## src/rtl/jtexterm_irqctl_if.sv

```systemverilog
// jtexterm_irqctl_if -- CPU/interrupt-source bus bundle for jtexterm_irqctl.
// slave : the interrupt controller; master : the CPU/source side.
interface jtexterm_irqctl_if #(
  parameter int CH = 2
);
  logic [CH-1:0] irq_src;
  logic          mask_we;
  logic [7:0]    cpu_dout;
  logic          m1_n;
  logic          iorq_n;
  logic          int_n;
  logic          nmi_n;
  logic [7:0]    vector;
  logic [CH-1:0] pending;

  modport slave (
    input  irq_src, mask_we, cpu_dout, m1_n, iorq_n,
    output int_n, nmi_n, vector, pending
  );

  modport master (
    output irq_src, mask_we, cpu_dout, m1_n, iorq_n,
    input  int_n, nmi_n, vector, pending
  );
endinterface

```

## src/rtl/jtexterm_irqctl.sv

```systemverilog
// jtexterm_irqctl -- Z80 interrupt controller: edge-triggered sources,
// maskable pending flags, lowest-index priority, vectored acknowledge.
// Optional macro JTEXTERM_IRQ_NMI_EN: channel 0 becomes a 4-clk NMI pulse
// source and is removed from int_n/priority.
module jtexterm_irqctl #(
  parameter int         CH    = 2,
  parameter logic [7:0] VBASE = 8'h00,
  parameter int         ACKM1 = 1
) (
  input  logic             clk,
  input  logic             rst,
  jtexterm_irqctl_if.slave io
);

  localparam int unsigned NCH = CH;

  logic [CH-1:0] src_l_q, src_l_d;
  logic [CH-1:0] pending_q, pending_d;
  logic [CH-1:0] mask_q, mask_d;
  logic [CH-1:0] rise, elig, clr;
  logic          ack, ack_start;
  logic          ack_l_q, ack_l_d;
  logic          int_n_q, int_n_d;
  logic [7:0]    vector_q, vector_d;
  logic [2:0]    ack_ch_q, ack_ch_d;
  logic [2:0]    sel;
  logic          hit;

`ifdef JTEXTERM_IRQ_NMI_EN
  localparam logic [CH-1:0] NMI_CH = CH'(1);
  logic       nmi_fire;
  logic [2:0] nmi_cnt_q, nmi_cnt_d;
  logic       nmi_n_q, nmi_n_d;
`endif

  // Bits of cpu_dout above the channel count carry no mask information.
  if (CH < 8) begin : g_hi
    logic unused_hi;
    assign unused_hi = ^io.cpu_dout[7:CH];
  end

  // Edge detect, eligibility and acknowledge decode.
  always_comb begin
    rise      = io.irq_src & ~src_l_q;
    src_l_d   = io.irq_src;
    ack       = (ACKM1 != 0) ? (!io.m1_n && !io.iorq_n) : !io.iorq_n;
    ack_start = ack & ~ack_l_q;
    ack_l_d   = ack;
`ifdef JTEXTERM_IRQ_NMI_EN
    elig      = pending_q & mask_q & ~NMI_CH;
`else
    elig      = pending_q & mask_q;
`endif
  end

  // Priority encoder: lowest eligible channel index wins.
  always_comb begin
    sel = '0;
    hit = 1'b0;
    for (int unsigned i = 0; i < NCH; i++) begin
      if (!hit && elig[i]) begin
        sel = 3'(i);
        hit = 1'b1;
      end
    end
  end

`ifdef JTEXTERM_IRQ_NMI_EN
  // NMI pulse counter: load 4 on a masked channel-0 rise, count down to idle.
  always_comb begin
    nmi_fire  = rise[0] & mask_q[0];
    nmi_cnt_d = nmi_cnt_q;
    if (nmi_fire)
      nmi_cnt_d = 3'd4;
    else if (nmi_cnt_q != 3'd0)
      nmi_cnt_d = nmi_cnt_q - 3'd1;
    nmi_n_d = (nmi_cnt_d == 3'd0);
  end

  // NMI counter and output register.
  always_ff @(posedge clk) begin
    if (rst) begin
      nmi_cnt_q <= '0;
      nmi_n_q   <= 1'b1;
    end else begin
      nmi_cnt_q <= nmi_cnt_d;
      nmi_n_q   <= nmi_n_d;
    end
  end

  assign io.nmi_n = nmi_n_q;
`else
  assign io.nmi_n = 1'b1;
`endif

  // Pending/mask/vector next state; a new rise beats a same-edge clear.
  always_comb begin
    clr = '0;
    for (int unsigned i = 0; i < NCH; i++) begin
      if (ack_start && hit && (sel == 3'(i)))
        clr[i] = 1'b1;
    end
`ifdef JTEXTERM_IRQ_NMI_EN
    if (nmi_cnt_q == 3'd1)
      clr[0] = 1'b1;
`endif
    pending_d = (pending_q & ~clr) | rise;
    mask_d    = io.mask_we ? io.cpu_dout[CH-1:0] : mask_q;
    int_n_d   = ~|elig;
    ack_ch_d  = ack_start ? sel : ack_ch_q;
    // The vector tracks the live selection except while an acknowledge
    // that already started is held; then it replays the latched channel.
    if (ack && !ack_start)
      vector_d = VBASE + {4'b0000, ack_ch_q, 1'b0};
    else
      vector_d = VBASE + {4'b0000, sel, 1'b0};
  end

  // State registers with synchronous reset.
  always_ff @(posedge clk) begin
    if (rst) begin
      src_l_q   <= io.irq_src;
      pending_q <= '0;
      mask_q    <= '1;
      ack_l_q   <= 1'b0;
      int_n_q   <= 1'b1;
      vector_q  <= VBASE;
      ack_ch_q  <= '0;
    end else begin
      src_l_q   <= src_l_d;
      pending_q <= pending_d;
      mask_q    <= mask_d;
      ack_l_q   <= ack_l_d;
      int_n_q   <= int_n_d;
      vector_q  <= vector_d;
      ack_ch_q  <= ack_ch_d;
    end
  end

  assign io.pending = pending_q;
  assign io.int_n   = int_n_q;
  assign io.vector  = vector_q;

endmodule

```

## src/flat_wrapper.sv

```systemverilog
// flat-port wrapper written by rule: the top's interface ports become plain ports
module jtexterm_irqctl_flat 
#(
  parameter int         CH    = 2,
  parameter logic [7:0] VBASE = 8'h00,
  parameter int         ACKM1 = 1
)
  (clk, rst, io_irq_src, io_mask_we, io_cpu_dout, io_m1_n, io_iorq_n, io_int_n, io_nmi_n, io_vector, io_pending);
  jtexterm_irqctl_if #(.CH(CH)) io_i ();
  input  logic clk;
  input  logic rst;
  input wire logic [$bits(io_i.irq_src)-1:0] io_irq_src;
  input wire logic [$bits(io_i.mask_we)-1:0] io_mask_we;
  input wire logic [$bits(io_i.cpu_dout)-1:0] io_cpu_dout;
  input wire logic [$bits(io_i.m1_n)-1:0] io_m1_n;
  input wire logic [$bits(io_i.iorq_n)-1:0] io_iorq_n;
  output wire logic [$bits(io_i.int_n)-1:0] io_int_n;
  output wire logic [$bits(io_i.nmi_n)-1:0] io_nmi_n;
  output wire logic [$bits(io_i.vector)-1:0] io_vector;
  output wire logic [$bits(io_i.pending)-1:0] io_pending;
  assign io_i.irq_src = io_irq_src;
  assign io_i.mask_we = io_mask_we;
  assign io_i.cpu_dout = io_cpu_dout;
  assign io_i.m1_n = io_m1_n;
  assign io_i.iorq_n = io_iorq_n;
  assign io_int_n = io_i.int_n;
  assign io_nmi_n = io_i.nmi_n;
  assign io_vector = io_i.vector;
  assign io_pending = io_i.pending;
  jtexterm_irqctl #(.CH(CH), .VBASE(VBASE), .ACKM1(ACKM1)) u_core (.clk(clk), .rst(rst), .io(io_i));
endmodule
```

## config.mk

```make
export PLATFORM = sky130hd
export DESIGN_NAME = jtexterm_irqctl_flat
export DESIGN_NICKNAME = d
export VERILOG_FILES = /design/src/rtl/jtexterm_irqctl_if.sv /design/src/rtl/jtexterm_irqctl.sv /design/src/flat_wrapper.sv
export SDC_FILE = /design/constraint.sdc
export NUM_CORES = 1
export LEC_CHECK = 0
export ABC_CLOCK_PERIOD_IN_PS = 2300
export BUFFER_PORTS_ARGS = -buffer_cell sky130_fd_sc_hd__buf_2
export CAP_MARGIN = 20
export CELL_PAD_IN_SITES_DETAIL_PLACEMENT = 1
export CELL_PAD_IN_SITES_GLOBAL_PLACEMENT = 1
export CORE_MARGIN = 5
export CORE_UTILIZATION = 28
export DETAILED_ROUTE_END_ITERATION = 10
export GPL_TIMING_DRIVEN = 0
export PLACE_DENSITY = 0.8
export SYNTH_ARGS = -nofsm -noshare
export SYNTH_HDL_FRONTEND = slang
export SYNTH_SLANG_ARGS = --single-unit
```

## constraint.sdc

```tcl
create_clock -name clk -period 2.3 [get_ports clk]
set_input_delay 0.575 -clock clk [delete_from_list [all_inputs] [get_ports clk]]
set_output_delay 0.575 -clock clk [all_outputs]
set_load 0.05 [all_outputs]
```

# Word level (Yosys, flattened, before mapping)
# Index checks and enable logic that the tools add are counted.
totals:
  regBits: 19
  latchBits: 0
  mem_bits_rw: 0
  romBits: 0
  input_bits: 15
  output_inout_bits: 12
  elab_cells: 35
  n_memories: 0
classes:
  addsub: 0
  n_mul: 0
  div_mod_pow: 0
  magnitude_cmp: 0
  n_eq_ne: 1
  shifts: 0
  muxes: 6
  n_bitwise: 8
  n_reduce_logical: 13
ops:
  columns: ["op", "n"]
  rows:
  - ["$and A2 B2 Y2", 3]
  - ["$logic_and A1 B1 Y1", 6]
  - ["$logic_not A1 Y1", 5]
  - ["$mux W1", 5]
  - ["$mux W4", 1]
  - ["$not A2 Y2", 2]
  - ["$logic_not A3 Y1", 1]
  - ["$or A2 B2 Y2", 1]
  - ["$reduce_or A2 Y1", 1]
  - ["$and A1 B1 Y1", 1]
  - ["$eq A1 B1 Y1 const B", 1]
  - ["$not A1 Y1", 1]

# Depth between registers and ports, before layout
# Gate-level depths: netlist of run 1.
logic_depth:
  depth_word: 11
  ltp_mapped: 3
  mapped_depth_nobuf: 3

# Worst setup path after synthesis of run 1
# OpenSTA, ideal clock, no wires.
synth_path:
  path_kind: "input port to flip-flop"
  startpoint: "in io_iorq_n"
  endpoint: "reg u_core.pending_q[1] (netlist: u_core.io.pending[1])"
  setup_ns: 0.115
  arrival_ns: 1.520
  required_time_ns: 2.185
  path_slack_ns: 0.665
  cell_stages: 3
  path_buffers: 0
  cell_sequence: "or3_4 > or3b_1 > a31o_1"
synth_via:
  elab_chain_len: 9
synth_lines:
  columns: ["element", "line_no", "source"]
  rows:
  - ["start, declared", "flat_wrapper.sv:16", "input wire logic [$bits(io_i.iorq_n)-1:0] io_iorq_n;"]
  - ["$logic_not A1 Y1", "jtexterm_irqctl.sv:46", "ack = (ACKM1 != 0) ? (!io.m1_n && !io.iorq_n) : !io.iorq_n;"]
  - ["$logic_and A1 B1 Y1", "jtexterm_irqctl.sv:46", null]
  - ["$and A1 B1 Y1", "jtexterm_irqctl.sv:47", "ack_start = ack & ~ack_l_q;"]
  - ["$logic_and A1 B1 Y1 (2 in series)", "jtexterm_irqctl.sv:100", "if (ack_start && hit && (sel == 3'(i)))"]
  - ["$mux W1", "jtexterm_irqctl.sv:100", null]
  - ["$not A2 Y2", "jtexterm_irqctl.sv:107", "pending_d = (pending_q & ~clr) | rise;"]
  - ["$and A2 B2 Y2", "jtexterm_irqctl.sv:107", null]
  - ["$or A2 B2 Y2", "jtexterm_irqctl.sv:107", null]
  - ["end signal, assigned", "jtexterm_irqctl.sv:131", "pending_q <= pending_d;"]
  - ["end, declared", "jtexterm_irqctl.sv:18", "logic [CH-1:0] pending_q, pending_d;"]
# Every way passes these cells.
# A chain may end at the register's enable or synchronous reset.

# Final worst setup path of run 1
# Same ends and word-level chain as after synthesis.

==> Flow_metrics.wiki, run 1 <==
{| class="wikitable"
! Metric !! Value
|-
| Run status || completed
|-
| Final core occ || 40.71%
|-
| Required time of the critical path || about 2500 ps
|-
| Row cnt || 13
|-
| Final Hold Vio Count || 0
|-
| Warning count from the yosys run || 0
|-
| Cell type contributing the most total cell area after synthesis || sky130_fd_sc_hd__dfxtp_1
|-
| Dominant combinational cell family by area after synthesis || simple AND/OR/NAND/NOR gates
|-
| Setup repair after global routing missed its margin || no
|-
| Number of buffers on the longest clock path || 2
|-
| Routability cong. || 0.7038
|-
| Total clock buffers created by CTS || 3
|-
| Overall power of the completed layout || 0.4331 mW
|-
| Clock Skews || 4.482 ps
|-
| Core ar. || 1334 um2
|-
| Vias in the first global route || 320
|-
| Largest net degree at the start of global routing || 7
|-
| Max cap viols || 0
|-
| Wire length of the first global-routing pass || 1221 um
|-
| Total cell area at the placement stage || 506.7 um2
|-
| Later-pin clock latency in the skew report || 270 ps
|-
| Total gr overflow || 0
|-
| Post-CTS Setup Inserts || 0
|-
| DRC Markers || 0
|-
| CP startpoint kind || primary input
|-
| Area share of the largest cell type after synthesis || 49.38%
|-
| Fraction of layout instances using a drive strength above 1 || a little under two fifths
|-
| DR vias/cell || ~4.2
|-
| Synth-to-layout area growth || 33.95%
|-
| Fmax || 652.4 MHz
|-
| Per-cell routed wire length || 9.901 um
|-
| Remaining number of nets flagged by the antenna check after routing || 0
|-
| XOR/XNOR share of the synthesized area || 0%
|-
| Width of the die || 48.05 um
|-
| Number of instances in the synthesized netlist || between 40 and 50
|-
| Unique cell type count in the Yosys netlist || 18
|-
| Root buf cell || sky130_fd_sc_hd__clkbuf_4
|-
| GRT Util Overall || 8.403%
|-
| Most area-consuming cells after synthesis || sky130_fd_sc_hd__dfxtp_1 49%, sky130_fd_sc_hd__buf_4 15%, sky130_fd_sc_hd__nand2_1 6.5%
|-
| Worst-case reg-to-reg path depth || 3
|-
| Area share of and/or/nand/nor cells after synthesis || 18.21%
|-
| Leakage power total || 0.2787 nW
|-
| Worst hold-check path type || in -> reg
|-
| Number of buffers added on ports || 12
|-
| Vertical extent of the die || 48.05 um
|-
| Initial Utilization || 30.39%
|-
| Critical path fanouts, max || 3
|-
| Number of nets in the final layout || 82
|-
| Number of sinks handled by clock tree synthesis || 10
|-
| Final worst path period need || 1533 ps
|-
| H-tree depth || 1
|-
| CTS tree || yes
|-
| Post-CTS Hold Buffers || 0
|-
| Portion of netlist area occupied by mux cells || between 2 and 2.5%
|-
| Setup Total Neg Slack || 0 ps
|-
| Total wire length || 802 um
|-
| Design Area, Final || 543.0 um2
|-
| Worst setup path category || in -> reg
|-
| Syn Std Cell Area || between 400 and 500 um2
|-
| Synthesized-area fraction occupied by ao, oa, aoi and oai cells || 11.42%
|-
| Cts repair resizes || 0
|-
| Detailed-route via count || 341
|-
| Fill cell instance count of the final layout || 178
|-
| Post-synthesis sequential area ratio || 49.38%
|-
| Number of instances on the worst hold path || 1
|-
| Number of synthesized register bits || 10
|-
| Data arrival time of the critical path || 1700 ps
|-
| Clk pin slew, worst setup/hold paths || 60 ps
|-
| Setup violators final || 0
|-
| Worst IR drop on VDD || 0.3140 mV
|-
| Number of antenna violations at the first check in global routing || 0
|-
| Detailed Route Iter0 Violations || 3
|-
| Max-slew violation count || 0
|-
| Critical Path End Type || register
|-
| Ports || 27
|-
| Share of the clock period used by the worst path || roughly two thirds
|-
| Detailed-routing iteration count for the pre-antenna-repair pass || 2
|-
| Detailed placer's ending HPWL || 685.2 um
|-
| Total die area || 2309 um2
|-
| Post-synthesis share of cell area spent on full adders, half adders and majority gates || 0%
|-
| Areal power density over the cells || 797.5 nW/um2
|-
| Avg Inst Size Synth || a little over 9 um2
|-
| Diode count || 0
|}
[power by group]
part           internal [mW]  total (mW)  switching, mW
clock network         0.0961       0.156         0.0596
logic                 0.0265      0.0887         0.0621
registers              0.183       0.189        0.00524
[synthesized netlist by cell type (all sizes together)]
library cell,count
or3b,1
or3,1
nand3,1
a31o,1
conb,2
dfxtp,10
a21oi,3
o21ai,1
a221o,1
buf,8
nor2,1
nor3b,1
o211ai,1
inv,2
mux2i,1
nor3,1
nand2,7
nand2b,1
[registers in the layout, indices dropped and copies added (netlist names)]
register / count
u_core.io.pending: 2
u_core.mask_q: 2
u_core.src_l_q: 2
u_core.ack_ch_q: 1
u_core.ack_l_q: 1
u_core.io.int_n: 1
u_core.io.vector: 1
[path summary, 6_finish.rpt]
kind / from / end / slack [ps]
worst max register to register: u_core.ack_l_q / u_core.io.pending[1] / 910
worst min-delay path: io_irq_src[1] / u_core.src_l_q[1] / 420
worst min register to register: u_core.ack_ch_q[0] / u_core.ack_ch_q[0] / 460
worst max-delay path: io_iorq_n / u_core.io.pending[1] / 770
[routing by layer]
layer | GRT usage [%] | part of all wire [%] | vias up
met4 | 4.839 | 1.7 | 0
li1 | - | - | 174
met1 | 6.889 | 38 | 149
met3 | 6.767 | 12 | 3
met2 | 13.98 | 48 | 15
met5 | 0 | 0 | -
[layout make-up]
| cell class | count | area (um2) | share of cell area (%) |
|---|---|---|---|
| plain buffers | 8 | 60.06 | 11.06 |
| clock buffers | 4 | 36.28 | 6.682 |
| inverters | 2 | 7.507 | 1.382 |
| multi-input cells | 30 | 160.2 | 29.49 |
| flip-flops and latches | 10 | 200.2 | 36.87 |
| well taps | 15 | 18.77 | 3.456 |
| repair buffers | 12 | 60.06 | 11.06 |
[cell families after synthesis]
logic type             Yosys count
AO/OA/AOI/OAI                    7
buffers and inverters           10
flip-flops                      10
multiplexers                     1
other                            2
AND/OR/NAND/NOR                 14
[metrics by stage]
stage                     hold slack [ps]  setup WS (ps)  std cells
after floorplan                     430.5          664.6         50
after detailed placement            457.4          477.2         77
final                               421.1          767.3         81
after CTS                           413.2          769.0         81
after global routing                402.1          748.1         81
after global placement              448.6          508.3         77
[placed cells by master, fill, tap and decap left out]
master,Yosys,routed
sky130_fd_sc_hd__dfxtp_1,10,10
sky130_fd_sc_hd__nor2_1,1,1
sky130_fd_sc_hd__mux2i_1,1,1
sky130_fd_sc_hd__inv_1,2,2
sky130_fd_sc_hd__nor3b_1,1,1
sky130_fd_sc_hd__nand2b_1,1,1
sky130_fd_sc_hd__nor3_1,1,1
sky130_fd_sc_hd__a31o_1,1,1
sky130_fd_sc_hd__a221o_1,1,1
sky130_fd_sc_hd__o211ai_1,1,1
sky130_fd_sc_hd__o21ai_0,1,1
sky130_fd_sc_hd__clkbuf_8,0,1
sky130_fd_sc_hd__buf_2,0,12
sky130_fd_sc_hd__nand3_1,1,1
sky130_fd_sc_hd__nand2_1,7,7
sky130_fd_sc_hd__buf_4,8,8
sky130_fd_sc_hd__clkbuf_4,0,3
sky130_fd_sc_hd__or3b_1,1,1
sky130_fd_sc_hd__or3_4,1,1
sky130_fd_sc_hd__a21oi_1,3,3
sky130_fd_sc_hd__conb_1,2,8
[worst max-delay path: stages]
cell                     delay, ps
sky130_fd_sc_hd__buf_2         110
sky130_fd_sc_hd__or3_4         390
sky130_fd_sc_hd__or3b_1        380
sky130_fd_sc_hd__a31o_1        230
Power figures use the tool's default switching activity.
==> run 2: changes to the inputs <==
ABC_AREA = 1   (was default)
ABC_CLOCK_PERIOD_IN_PS = 1430   (was 2300)
CORE_UTILIZATION = 26   (was 28)
PLACE_DENSITY = 0.76   (was 0.8)
clock period = 1.43 ns   (was 2.3 ns; I/O delays follow)
==> run 2 against run 1 <==
Compared with the run above: global-route usage is 1.8 points lower; clock power is 60% higher; worst setup slack worse by 580 ps; total power is 59% higher; count of clock-buffer cells in the layout stayed put; first-iteration DRC count is 100% lower; via count is 1.5% higher; largest cell class unchanged.
==> Flow_metrics.wiki, run 2 <==
{| class="wikitable"
! Metric !! Value
|-
| Vertical extent of the die || around 50 um
|-
| Unique cell type count in the Yosys netlist || 15
|-
| M1 wire length || 332 um
|-
| Final worst path period need || 1243 ps
|-
| Post-synthesis sequential area ratio || around 47%
|-
| Worst IR drop on VDD || roughly 0.93 mV
|-
| Warning count from the yosys run || 0
|-
| Fraction of layout instances using a drive strength above 1 || 36.00%
|-
| Routability cong. || 0.6941
|-
| Root buf cell || sky130_fd_sc_hd__clkbuf_4
|-
| Total cell area at the placement stage || 520.5 um2
|-
| Required time of the critical path || approximately 1100 ps
|-
| Initial Utilization || 27.75%
|-
| Diode count || 0
|-
| Max cap viols || 0
|-
| Worst setup path category || reg -> out
|-
| Most frequent cells in the layout || 12 x sky130_fd_sc_hd__buf_2, 10 x sky130_fd_sc_hd__dfxtp_1
|-
| Count of buffering cells on the critical path with inverters included || 1
|-
| GRT Util Overall || under 10%
|-
| Ports || 27
|-
| Design Area, Final || 556.8 um2
|-
| Critical Path End Type || output pin
|-
| Number of buffers on the longest clock path || 2
|-
| Setup repair after global routing missed its margin || no
|-
| Core ar. || 1524 um2
|-
| H-tree depth || 1
|-
| Total gr overflow || 0
|-
| DRC Markers || 0
|-
| Most common flop cell mapped by yosys || sky130_fd_sc_hd__dfxtp_1
|-
| Number of buffers added on ports || 11
|-
| Detailed-routing iteration count for the pre-antenna-repair pass || 1
|-
| Most frequent standard cell in the layout excluding fill and tap cells || sky130_fd_sc_hd__buf_2
|-
| Total clock buffers created by CTS || 3
|-
| Worst hold-check path type || in -> reg
|-
| Later-pin clock latency in the skew report || 260 ps
|-
| Critical path fanouts, max || 3
|-
| Most frequent cell after synthesis || sky130_fd_sc_hd__dfxtp_1
|-
| CP cell instances || buf_2
|-
| Run status || completed
|-
| Width of the die || 50.33 um
|-
| Detail Route met3 WL || 108 um
|-
| Largest net degree at the start of global routing || 9
|-
| Vias in the first global route || 319
|-
| Total wire length || around 810 um
|-
| Share of the clock period used by the worst path || 86.91%
|-
| Share of async-settable or async-resettable flops after synthesis || 0%
|-
| Post-CTS Hold Buffers || 0
|-
| Remaining number of nets flagged by the antenna check after routing || 0
|-
| Cell type contributing the most total cell area after synthesis || sky130_fd_sc_hd__dfxtp_1
|-
| Area share of the largest cell type after synthesis || a little under half
|-
| Areal power density over the cells || 1238 nW/um2
|-
| Top Layer Used || met3
|-
| Total die area || 2533 um2
|-
| Clk pin slew, worst setup/hold paths || 60 ps
|-
| CP max stage cell || sky130_fd_sc_hd__dfxtp_1
|-
| Wire length of the first global-routing pass || 1297 um
|-
| Synth-to-layout area growth || 31.66%
|-
| DR vias/cell || 3.802
|-
| Number of instances in the synthesized netlist || 54
|-
| Max-slew violation count || 0
|-
| Detailed Route Iter0 Violations || 0
|-
| Avg Inst Size Synth || 7.832 um2
|-
| Number of antenna violations at the first check in global routing || 0
|-
| Setup violators final || 0
|-
| Clock Skews || 0.8242 ps
|-
| Detailed placer's ending HPWL || about 700 um
|-
| Number of synthesized register bits || 10
|-
| Most area-consuming cells after synthesis || sky130_fd_sc_hd__dfxtp_1 47%, sky130_fd_sc_hd__buf_4 14%, sky130_fd_sc_hd__inv_1 7.1%
|-
| Leakage power total || 0.3078 nW
|-
| CTS tree || yes
|-
| Final Hold Vio Count || 0
|-
| Data arrival time of the critical path || 890 ps
|-
| Cell class contributing the biggest share of worst-path delay || flip-flops
|-
| Number of sinks handled by clock tree synthesis || 10
|-
| Top cells by instance count after synthesis || 10 x sky130_fd_sc_hd__dfxtp_1, 8 x sky130_fd_sc_hd__buf_4, 8 x sky130_fd_sc_hd__inv_1, 8 x sky130_fd_sc_hd__nand2_1, 5 x sky130_fd_sc_hd__a21oi_1
|-
| Fmax || 804.7 MHz
|-
| Setup Total Neg Slack || 0 ps
|-
| Row cnt || 14
|-
| Number of nets in the final layout || 91
|-
| Per-cell routed wire length || 8.901 um
|-
| CP startpoint kind || register
|-
| Number of flops mapped to enable cells by yosys || 0
|-
| Post-CTS Setup Inserts || 0
|-
| Met2 wirelength from detailed routing || 368 um
|-
| Syn Std Cell Area || roughly 420 um2
|-
| Cts repair resizes || 0
|-
| Detailed-route via count || 346
|-
| Biggest cell delay along the critical path || ~350 ps
|}
==> run 2: path summary, 6_finish.rpt <==
kind / startpoint / end / slack (ps) / cells after the start
worst min register to register: u_core.mask_q[1] / u_core.mask_q[1] / 470 / 2
worst min-delay path: io_irq_src[1] / u_core.src_l_q[1] / 210 / 1
worst max-delay path: u_core.io.pending[1] / io_pending[1] / 190 / 1
worst max register to register: u_core.io.pending[1] / u_core.io.pending[1] / 530 / 5
==> run 2: stage by stage <==
stage	hold WS [ps]	instances	worst slack, ps	util, %	power [mW]
5_1_grt	191.4	91	124.7	36.54	0.7234
4_1_cts	198.0	91	172.4	36.54	0.7009
3_5_place_dp	456.8	87	378.8	34.15	0.4472
6_report	206.1	91	187.2	36.54	0.6895
3_3_place_gp	454.1	87	411.7	34.15	0.4445
2_1_floorplan	385.2	60	233.1	-	0.4217
==> run 2: cell type report <==
class,count,area [um2]
Sequential cell,10,200.2
Timing Repair Buffer,11,55.05
Multi-Input combinational cell,33,150.1
Tap cell,16,20.02
Buffer,9,65.06
Fill cell,206,967.2
Inverter,8,30.03
Clock buffer,4,36.28
==> run 2: logic make-up (layout without fill, tap and decap cells) <==
logic type      Yosys count  in the layout  share of synthesized area [%]
compound gates           11             11                          14.49
buf+inv                  17             32                          22.48
flops                    10             10                          47.34
other cells               2              8                          1.776
simple gates             14             14                          13.91
==> run 2: routing by layer <==
metal | up-vias | track usage, %
met4 | 0 | 0
met5 | - | 0
met3 | 0 | 5.325
met2 | 16 | 10.46
met1 | 139 | 7.513
li1 | 191 | -
==> run 2: where the power goes <==
| group | switching [mW] | internal [mW] |
|---|---|---|
| combinational | 0.100 | 0.0396 |
| clock | 0.0945 | 0.155 |
| sequential | 0.00667 | 0.294 |
| total | 0.201 | 0.488 |
